<file path="config.mk">
export PLATFORM = sky130hd
export DESIGN_NAME = universal_shift_register
export DESIGN_NICKNAME = d
export VERILOG_FILES = /design/src/rtl/usr_pkg.sv /design/src/rtl/usr_next_mux.sv /design/src/rtl/universal_shift_register.sv
export SDC_FILE = /design/constraint.sdc
export NUM_CORES = 1
export LEC_CHECK = 0
export CELL_PAD_IN_SITES_DETAIL_PLACEMENT = 0
export CELL_PAD_IN_SITES_GLOBAL_PLACEMENT = 1
export CORE_AREA = 2 2 39 41
export DETAILED_ROUTE_END_ITERATION = 16
export DIE_AREA = 0 0 41 43
export HOLD_SLACK_MARGIN = 0.05
export PLACE_DENSITY_LB_ADDON = 0.2
export SYNTH_ARGS = -nofsm -noshare
export SYNTH_HDL_FRONTEND = slang
export SYNTH_SLANG_ARGS = --single-unit
</file>
<file path="constraint.sdc">
create_clock -name clk -period 0.8 [get_ports clk]
set_input_delay 0.16 -clock clk [delete_from_list [all_inputs] [get_ports clk]]
set_output_delay 0.16 -clock clk [all_outputs]
set_load 0.02 [all_outputs]
</file>
<file path="src/rtl/usr_pkg.sv">
// Shared mode encoding for the universal shift register.
package usr_pkg;

    typedef logic [1:0] usr_mode_t;

    localparam usr_mode_t USR_HOLD = 2'b00;
    localparam usr_mode_t USR_SHR  = 2'b01;
    localparam usr_mode_t USR_SHL  = 2'b10;
    localparam usr_mode_t USR_LOAD = 2'b11;

endpackage

</file>
<file path="src/rtl/usr_next_mux.sv">
// Next-state selector for the universal shift register (combinational, no state).
// Shifts rotate when USR_ROTATE_EN is defined, otherwise they zero-fill.
module usr_next_mux
    import usr_pkg::*;
#(
    parameter int WIDTH = 4
) (
    input  usr_mode_t          mode_i,
    input  logic [WIDTH-1:0]   cur_i,
    input  logic [WIDTH-1:0]   parin_i,
    output logic [WIDTH-1:0]   nxt_o
);

    logic fill_r;
    logic fill_l;

`ifdef USR_ROTATE_EN
    assign fill_r = cur_i[0];
    assign fill_l = cur_i[WIDTH-1];
`else
    assign fill_r = 1'b0;
    assign fill_l = 1'b0;
`endif

    // An unknown mode bit matches no item and falls through to hold.
    always_comb begin
        nxt_o = cur_i;
        case (mode_i)
            USR_HOLD: nxt_o = cur_i;
            USR_SHR:  nxt_o = {fill_r, cur_i[WIDTH-1:1]};
            USR_SHL:  nxt_o = {cur_i[WIDTH-2:0], fill_l};
            USR_LOAD: nxt_o = parin_i;
            default:  nxt_o = cur_i;
        endcase
    end

endmodule

</file>
<file path="src/rtl/universal_shift_register.sv">
// Universal shift register: hold / shift right / shift left / load, one-cycle latency.
// Synchronous active-low clear; build with USR_ROTATE_EN for rotating shifts.
module universal_shift_register
    import usr_pkg::*;
#(
    parameter int WIDTH = 4
) (
    input  logic             clk,
    input  logic             clr,
    input  logic [WIDTH-1:0] parin,
    input  logic [0:1]       sel,
    output logic [WIDTH-1:0] out
);

    usr_mode_t        mode;
    logic [WIDTH-1:0] out_q;
    logic [WIDTH-1:0] out_d;

    // sel is declared ascending; sel[0] is the mode MSB.
    assign mode = {sel[0], sel[1]};

    usr_next_mux #(
        .WIDTH (WIDTH)
    ) u_next_mux (
        .mode_i  (mode),
        .cur_i   (out_q),
        .parin_i (parin),
        .nxt_o   (out_d)
    );

    always_ff @(posedge clk) begin
        if (!clr) begin
            out_q <= '0;
        end else begin
            out_q <= out_d;
        end
    end

    assign out = out_q;

    always @(posedge clk) begin
        assert (!$isunknown(sel))
            else $error("universal_shift_register: sel has X/Z, holding value");
    end

endmodule

</file>
==> results.md, run 1 <==
- Delay-heaviest family, CP: flip-flops
- Clock sinks: 4
- Tcrit/Tclk final: 1.054
- Max clock buf depth: 2
- CP Capture Type: primary output
- Clock Skew: 0.001136 ns
- Antenna Violating Nets Remaining: 0
- Mapped Cells: 19
- Status: complete, but fails checks
- Seq pwr share: 0.367
- Post-route minimum period: 0.8431 ns
- Cell Area, Synth: 201.4 um2
- Clk root buf: clkbuf_4
- Clk slew on worst S/H paths: 0.03 ns
- Area growth from synthesis to layout: 105.6%
- CTS tree: built
- RR Startpoint: out[2]
- VDD IR max: 0.6336 mV
- Fraction of layout cells with a size suffix above 1: 0.4722
- CP cell instances: buf_6
- CP required: 0.64 ns
- Area of the core: 0.001384 mm2
- Worst-margin pin slew: 0.1878 ns
- Sw power: 133.8 uW
- Grt ovf: 0
- Diode count: 0
- Failing checks: negative setup slack
- Num CTS Buffers: 3
- DR vias: 203
- Post-synth ARST share: 0
- Min-delay src: sel[0]
- Layout Nets: 46
- Slowest cell on the critical path: dfxtp_2
- Max-slew headroom: 0.8748
- EDFF count, synth: 0
- First-pass GRT wire length: 848 um
- Worst Hold Path Cells: 3
- Worst hold endpoint: out[0]
- Min-delay worst type: in -> reg
- Reg2Reg Depth: 3
- H-tree depth: 1
- Crit path max fanout: 3
- Crit-path max cell delay: 0.34 ns
- Largest area contributor in the netlist: dfxtp_1
- Mean Syn Cell Area: 10.60 um2
- Clk pwr share: 0.398
- Crit path arrival time: 0.68 ns
- Reg-to-Reg End: out[2]
- Initial antenna violation count: 0
- Yosys cell types: 9
- Synth top area cells: dfxtp_1 (40%), mux2i_1 (30%), o22ai_1 (6.2%)
- Avg WL per Cell: 10.00 um
- Average vias per placed instance: 3.904
- Maxcap violations: 0
- Post-DP Area: 362.8 um2
- Initial core utilization: 0.1456
- Final setup viols: 4
- Cell with the most instances after synthesis: mux2i_1
- DRT Wirelength: 520 um
- Final instance area: 414.1 um2
- Internal: 468.4 uW
- Syn nets: 27
- Die area: 0.001763 mm2
- Pwr Density: 1454 mW/mm2
- Die span in y: 43 um
- #FFs+latches synth: 4
- First-pass DRT Iterations: 1
- GPL Wtd Cong: 0.6525
- Ys Warns: 0
- Worst Slack Setup Final: -0.04314 ns
- Max reg flops: 4
- Ports: 12
- Post-route DRC: 0
- Commonest cells post-synth: mux2i_1 (6), dfxtp_1 (4), o21ai_0 (2), o22ai_1 (2)
- Final Slew Violations: 0
- Skew-Pair Late Insertion Delay: 0.23 ns
- DIE WIDTH: 41 um
- Non-Filler Instances: 52
- Register area share after synthesis: 0.3975
- Rows: 14
- Hold slack: 0.3926 ns
- Post-Place Cells: 49
- Critical path class: reg -> out
- Net Sw Frac: 0.2222
- DR iter-0 viols: 0
- Vias in the first global route: 220
- Bufs and invs on worst path: 1
- Most used flip-flop cell after synthesis: dfxtp_1
- Port bufs: 11
- Fmax: 1186 MHz
- Gate power share: 0.235
- Register-to-register setup slack: 0.02 ns
- Area fraction of the dominant cell type after synthesis: 0.3975
- Cell leakage power: 0.0001796 uW
- RSZ-0062 raised after global routing: yes
- Largest net degree at the start of global routing: 9
- CP Depth: 1
- Fill count: 161
- Tot GR Track Use: 0.07739
- Worst setup SP type: register
- Final Hold Viols: 0
-- layout by cell type (no fill, tap or decap) --
cell,instances
buf_12,1
buf_6,7
clkbuf_4,3
clkdlybuf4s50_1,4
dfxtp_2,4
dlygate4sd2_1,3
mux2i_1,5
mux2i_2,1
nand2_1,1
nand2b_4,1
nand4_1,1
nand4bb_1,1
o21ai_1,2
o22ai_1,2
-- metrics by stage --
stage / setup slack (ns) / total power [uW] / TNS, ns / utilization
3_5_place_dp: -0.4156 / 352.5 / -2.796 / 0.2622
3_3_place_gp: -0.4328 / 352.5 / -2.776 / 0.2622
4_1_cts: -0.05966 / 615.6 / -0.1782 / 0.2884
2_1_floorplan: 0.02460 / 271.9 / 0 / -
6_report: -0.04314 / 602.2 / -0.1542 / 0.2993
5_1_grt: -0.06674 / 637.5 / -0.2977 / 0.2993
-- layer usage --
layer	track usage	up-vias	routed length (um)
li1	-	107	-
met1	0.08065	92	219
met2	0.1063	4	278
met3	0.01571	0	22
met4	0.1000	0	0
met5	0	-	0
-- area by class of cell --
class                      instances  area (um2)  area share
sequential                         4       85.08      0.2054
multi-input combinational         14       121.4      0.2931
tap                               16       20.02     0.04834
clock buffer                       3       22.52     0.05438
timing repair buffer              15       165.2      0.3988
-- how the worst max path moves through the flow --
| stage | end | start | slack [ns] |
|---|---|---|---|
| detailed placement | out[2] | sel[1] | -0.42 |
| global route | out[0] | out[0] | -0.07 |
| CTS | out[0] | out[0] | -0.06 |
| floorplan | out[1] | out[2] | 0.02 |
| global placement | out[2] | sel[1] | -0.43 |
| finish | out[0] | out[0] | -0.04 |
-- cell families (layout without fill, tap and decap cells) --
family          Yosys count  in the layout  synth area share
buf+inv                   1             18           0.05590
compound gates            4              4            0.1118
mux                       6              6            0.2981
simple gates              4              4            0.1367
flops                     4              4            0.3975
-- repair_timing --
item                       4_1_cts  5_1_grt
resized for setup               34        4
hold buffers                     0        0
buffers inserted                 0        0
pin swaps                        0        2
setup endpoints to repair        8        7
-- power groups by stage --
stage | Combinational [uW] | Clock, uW | Sequential [uW]
after global routing | 153 | 263 | 221
after floorplan | 39.5 | 0 | 232
final | 141 | 240 | 221
after detailed placement | 134 | 0 | 219
after CTS | 137 | 260 | 219
after global placement | 134 | 0 | 219
Note: power is estimated with default switching activity, not from simulation.
==> run 2: changes to the inputs <==
DONT_BUFFER_PORTS = 1   (was default)
==> results.md, run 2 (same netlist as run 1, synthesis figures left out) <==
- Status: complete, but fails checks
- Failing checks: negative setup slack
- H-tree depth: 1 (unchanged)
- Crit-path max cell delay: 0.34 ns (about the same)
- Clk slew on worst S/H paths: 0.04 ns (about the same)
- RSZ-0062 raised after global routing: yes
- Post-route minimum period: 0.8516 ns (+0.008425 ns)
- Register-to-register setup slack: 0.02 ns (about the same)
- Clock sinks: 4 (unchanged)
- Max clock buf depth: 2 (unchanged)
- Tcrit/Tclk final: 1.064 (+0.01053)
- Crit path from: out[0]
- Ports: 12 (unchanged)
- Clk root buf: clkbuf_4
- Final setup viols: 4 (unchanged)
- Crit path max fanout: 3 (unchanged)
- Reg-to-Reg End: out[2]
- Hold_buf cts: 0 (unchanged)
- Antenna Violating Nets Remaining: 0 (unchanged)
- Final Hold Viols: 0 (unchanged)
- Clock Skew: 0.001704 ns (+0.0005679 ns)
- Sequential Area: 85.08 um2 (unchanged)
- First-pass GRT wire length: 834 um (-1.7%)
- Final Slew Violations: 0 (unchanged)
- Pwr Density: 1756 mW/mm2 (+21%)
- Average vias per placed instance: 4.182 (+7.1%)
- Multi-input gate area: 110.1 um2 (-9.3%)
- Initial core utilization: 0.1456 (unchanged)
- Hold slack: 0.1095 ns (-0.2831 ns)
- Fraction of layout cells with a size suffix above 1: 0.5000 (+0.02778)
- Vias in the first global route: 215 (-2.3%)
- Skew-Pair Late Insertion Delay: 0.23 ns (about the same)
- Cell leakage power: 0.0001349 uW (-25%)
- Fill count: 154 (-4.3%)
- Delay-heaviest family, CP: flip-flops
- Layout Nets: 38 (-17%)
- VDD IR max: 0.4702 mV (-26%)
- Die area: 0.001763 mm2 (unchanged)
- Pwr Total: 549.2 uW (-8.8%)
- Slowest cell on the critical path: dfxtp_2
- Area of the core: 0.001384 mm2 (unchanged)
- CP Depth: 1 (unchanged)
- Avg WL per Cell: 11.30 um (+13%)
- DR iter-0 viols: 0 (unchanged)
- CP required: 0.64 ns (about the same)
- DRT Wirelength: 497 um (-4.4%)
- Worst Hold Path Cells: 2 (-1)
- Max reg flops: 4 (unchanged)
- Die span in y: 43 um (unchanged)
- Area growth from synthesis to layout: 55.28%
- Grt ovf: 0 (unchanged)
- Post-Place Cells: 38 (-22%)
- Worst setup endpoint: out[0]
- CP Capture Type: primary output
- Non-Filler Instances: 44 (-15%)
- CP cell instances: buf_6
- CTS tree: built
- DR vias: 184 (-9.4%)
- Most frequent cells in the layout: mux2i_1 (6), buf_6 (6), dfxtp_2 (4)
- Fmax: 1174 MHz (-0.99%)
- Worst setup SP type: register
- RR Startpoint: out[3]
- Num CTS Buffers: 3 (unchanged)
- Reg2Reg Depth: 3 (unchanged)
- Post-route DRC: 0 (unchanged)
- Worst-margin pin slew: 0.1386 ns (-0.04919 ns)
- Crit path arrival time: 0.69 ns (about the same)
- Tot GR Track Use: 0.07430 (-0.003090)
- DIE WIDTH: 41 um (unchanged)
- Largest net degree at the start of global routing: 9 (unchanged)
- Port bufs: 0 (-11)
- Diode count: 0 (unchanged)
- Critical path class: reg -> out
- Rows: 14 (unchanged)
- Max-slew headroom: 0.9050 (+0.03015)
- GPL Wtd Cong: 0.5946 (-8.9%)
- Maxcap violations: 0 (unchanged)
- Initial antenna violation count: 0 (unchanged)
- Worst Slack Setup Final: -0.05156 ns (-0.008425 ns)
- Min-delay worst type: in -> reg
- Bufs and invs on worst path: 1 (unchanged)
- First-pass DRT Iterations: 1 (unchanged)
-- run 2: timing repair --
action,4_1_cts,5_1_grt
resized for setup,8,3
setup buffers,3,0
setup endpoints to repair,4,8
pin swaps,0,2
-- run 2: stage by stage --
stage                     setup TNS (ns)  utilization  setup slack [ns]  area (um2)
after floorplan                        0            -           0.02460       201.4
after global placement                 0       0.1736           0.07732       240.2
after detailed placement               0       0.1736            0.1229       240.2
after CTS                        -0.1661       0.2206          -0.05880       305.3
after global routing             -0.3136       0.2260          -0.07563       312.8
final                            -0.1628       0.2260          -0.05156       312.8
-- run 2: cell type report --
type,instances,area share
Sequential cell,4,0.2720
Tap cell,16,0.06400
Timing Repair Buffer,7,0.2400
Clock buffer,3,0.07200
Multi-Input combinational cell,14,0.3520
-- run 2: worst min path at each step --
stage	startpoint	to	slack (ns)
after floorplan	parin[0]	out[0]	0.30
after global placement	clr	out[3]	0.37
after detailed placement	parin[0]	out[0]	0.33
after CTS	parin[0]	out[0]	0.09
after global routing	parin[0]	out[0]	0.12
final	parin[0]	out[0]	0.11
-- run 2: per-layer routing --
layer  vias to the layer above  GRT usage  wire length, um
met5                         -          0                0
met4                         0    0.06000               14
met3                         2    0.05236               56
met2                         6     0.1031              275
met1                        86    0.07074              151
li1                         90          -                -
-- run 2: report_power, final --
| group | switching [uW] | internal (uW) | total, uW |
|---|---|---|---|
| Combinational | 32.6 | 49.7 | 82.3 |
| Clock | 79.0 | 167 | 246 |
| Sequential | 7.87 | 213 | 220 |
==> run 3: changes to the inputs <==
SYNTH_HIERARCHICAL = 1   (was default)
clock period = 1.1 ns   (was 0.8 ns; I/O delays follow)
==> results.md, run 3 <==
- Status: complete, no violations
- Reg2Reg Depth: 2 (-1)
- # Post-CTS Setup Buffers: 0 (-3)
- First-pass DRT Iterations: 3 (+2)
- DIE WIDTH: 41 um (unchanged)
- Mean Syn Cell Area: 12.36 um2 (+17%)
- VDD IR max: 0.5435 mV (+16%)
- Core Util, Final: 0.2043 (-0.02170)
- Clock Skew: 0.003230 ns (+0.001527 ns)
- Crit path arrival time: 1.19 ns (+0.50 ns)
- Crit path max fanout: 4 (+1)
- Register area share after synthesis: 0.3810 (-0.01656)
- Worst hold endpoint: out[1]
- Avg WL per Cell: 12.97 um (+15%)
- Die span in y: 43 um (unchanged)
- Tcrit/Tclk final: 0.9646
- Clk root buf: clkbuf_4
- Initial antenna violation count: 0 (unchanged)
- Max reg flops: 4 (unchanged)
- Pwr Density: 1397 mW/mm2 (-20%)
- Grt ovf: 0 (unchanged)
- Min-delay src: clr
- Mapped Cells: 17 (-2)
- Area of the core: 0.001384 mm2 (unchanged)
- CP required: 1.23 ns (+0.59 ns)
- Area fraction of the dominant cell type after synthesis: 0.3810 (-0.01656)
- Setup TNS Final: 0 ns (+0.1628 ns)
- Max clock buf depth: 2 (unchanged)
- Ports: 12 (unchanged)
- Num CTS Buffers: 3 (unchanged)
- Rows: 14 (unchanged)
- Max-slew headroom: 0.9253 (+0.02033)
- Vias in the first global route: 186 (-13%)
- Post-synth ARST share: 0 (unchanged)
- Post-DP Area: 260.3 um2 (+8.3%)
- Average vias per placed instance: 4.256 (+1.8%)
- Worst Slack Setup Final: 0.03890 ns (+0.09046 ns)
- Cell Area, Synth: 210.2 um2 (+4.3%)
- Final Hold Viols: 0 (unchanged)
- CTS tree: built
- Final instance area: 282.8 um2 (-9.6%)
- Antenna Violating Nets Remaining: 0 (unchanged)
- Reg-to-Reg End: out[1]
- Clock sinks: 4 (unchanged)
- DR iter-0 viols: 7 (+7)
- Dpl ws: 0.03347 ns (-0.08942 ns)
- CP Capture Type: register
- Yosys cell types: 10 (+1)
- First-pass GRT wire length: 862 um (+3.4%)
- H-tree depth: 1 (unchanged)
- Most frequent cells in the layout: and2_1 (4), dfxtp_2 (4), buf_4 (4)
- Area growth from synthesis to layout: 34.52%
- Hold_buf cts: 0 (unchanged)
- DRT Wirelength: 506 um (+1.8%)
- Clk slew on worst S/H paths: 0.04 ns (about the same)
- Tot GR Track Use: 0.08266 (+0.008364)
- Worst setup SP type: register
- Initial core utilization: 0.1519 (+0.006330)
- Cell leakage power: 0.0001281 uW (-5.0%)
- Post-route DRC: 0 (unchanged)
- Ys Warns: 6 (+6)
- Register-to-register setup slack: 0.04 ns (+0.02 ns)
- Critical path class: reg -> reg
- #FFs+latches synth: 4 (unchanged)
- Final setup viols: 0 (-4)
- Skew-Pair Late Insertion Delay: 0.24 ns (about the same)
- Worst-margin pin slew: 0.1089 ns (-0.02965 ns)
- Post-route minimum period: 1.061 ns
- RSZ-0062 raised after global routing: no
- Largest area contributor in the netlist: dfxtp_1
- Most used flip-flop cell after synthesis: dfxtp_1
- DR vias: 166 (-9.8%)
- Post-CTS Resized: 0 (-8)
- Synth top area cells: dfxtp_1 (38%), mux4_1 (25%), and2_1 (12%)
- Maxcap violations: 0 (unchanged)
- Fraction of layout cells with a size suffix above 1: 0.5217 (+0.02174)
- Diode count: 0 (unchanged)
- GPL Wtd Cong: 0.6473 (+8.9%)
- EDFF count, synth: 0 (unchanged)
- Largest net degree at the start of global routing: 7 (-2)
- Min-delay worst type: in -> reg
- Layout Nets: 33 (-13%)
- Final Slew Violations: 0 (unchanged)
- Fmax: 942.4 MHz
- Syn nets: 25 (-7.4%)
- Worst Hold Path Cells: 1 (-1)
- Commonest cells post-synth: and2_1 (4), dfxtp_1 (4), mux4_1 (2)
- RR Startpoint: out[1]
- Die area: 0.001763 mm2 (unchanged)
- Port bufs: 0 (unchanged)
==> run 3: how the worst max path moves through the flow <==
stage / end / cells after the start / from / slack, ns
3_3_place_gp: out[1] / 2 / out[1] / 0.03
3_5_place_dp: out[1] / 2 / out[1] / 0.03
4_1_cts: out[1] / 2 / out[1] / 0.03
5_1_grt: out[1] / 2 / out[2] / 0.00004
6_report: out[1] / 2 / out[1] / 0.04
2_1_floorplan: out[0] / 4 / sel[0] / 0.002
==> run 3: layer usage <==
layer / GRT usage / routed length [um] / vias up
li1: - / - / 76
met2: 0.08750 / 203 / 15
met4: 0.04000 / 10 / 0
met5: 0 / 0 / -
met3: 0.1204 / 126 / 2
met1: 0.08143 / 165 / 73
==> run 3: cell families (layout without fill, tap and decap cells) <==
kind of cell,after synthesis,count (layout),synth area share
AND/OR/NAND/NOR,6,6,0.1607
AO/OA/AOI/OAI,2,2,0.06546
buffers and inverters,1,7,0.02379
flip-flops,4,4,0.3810
multiplexers,4,4,0.3690
==> run 3: cell type report <==
class | instances | area, um2
tap | 16 | 20.02
sequential | 4 | 85.08
multi-input combinational | 12 | 125.1
clock buffer | 3 | 22.52
fill | 153 | 1101
timing repair buffer | 4 | 30.03
==> run 3: power by group <==
group	internal (uW)	switching (uW)	total (uW)
sequential	154	4.41	159
clock	122	66.0	188
combinational	30.0	17.9	47.9
total	307	88.3	395
==> run 3: worst max-delay path, cell delays in order, from the launching register on <==
cell	delay [ns]
dfxtp_2	0.32
mux4_1	0.47
and2_1	0.16
==> run 3: stage by stage <==
stage	total power, uW	instances	hold slack [ns]
2_1_floorplan	201.8	17	0.3416
3_3_place_gp	209.6	36	0.3443
3_5_place_dp	209.5	36	0.3459
4_1_cts	401.2	39	0.09487
5_1_grt	421.0	39	0.08762
6_report	395.0	39	0.09626
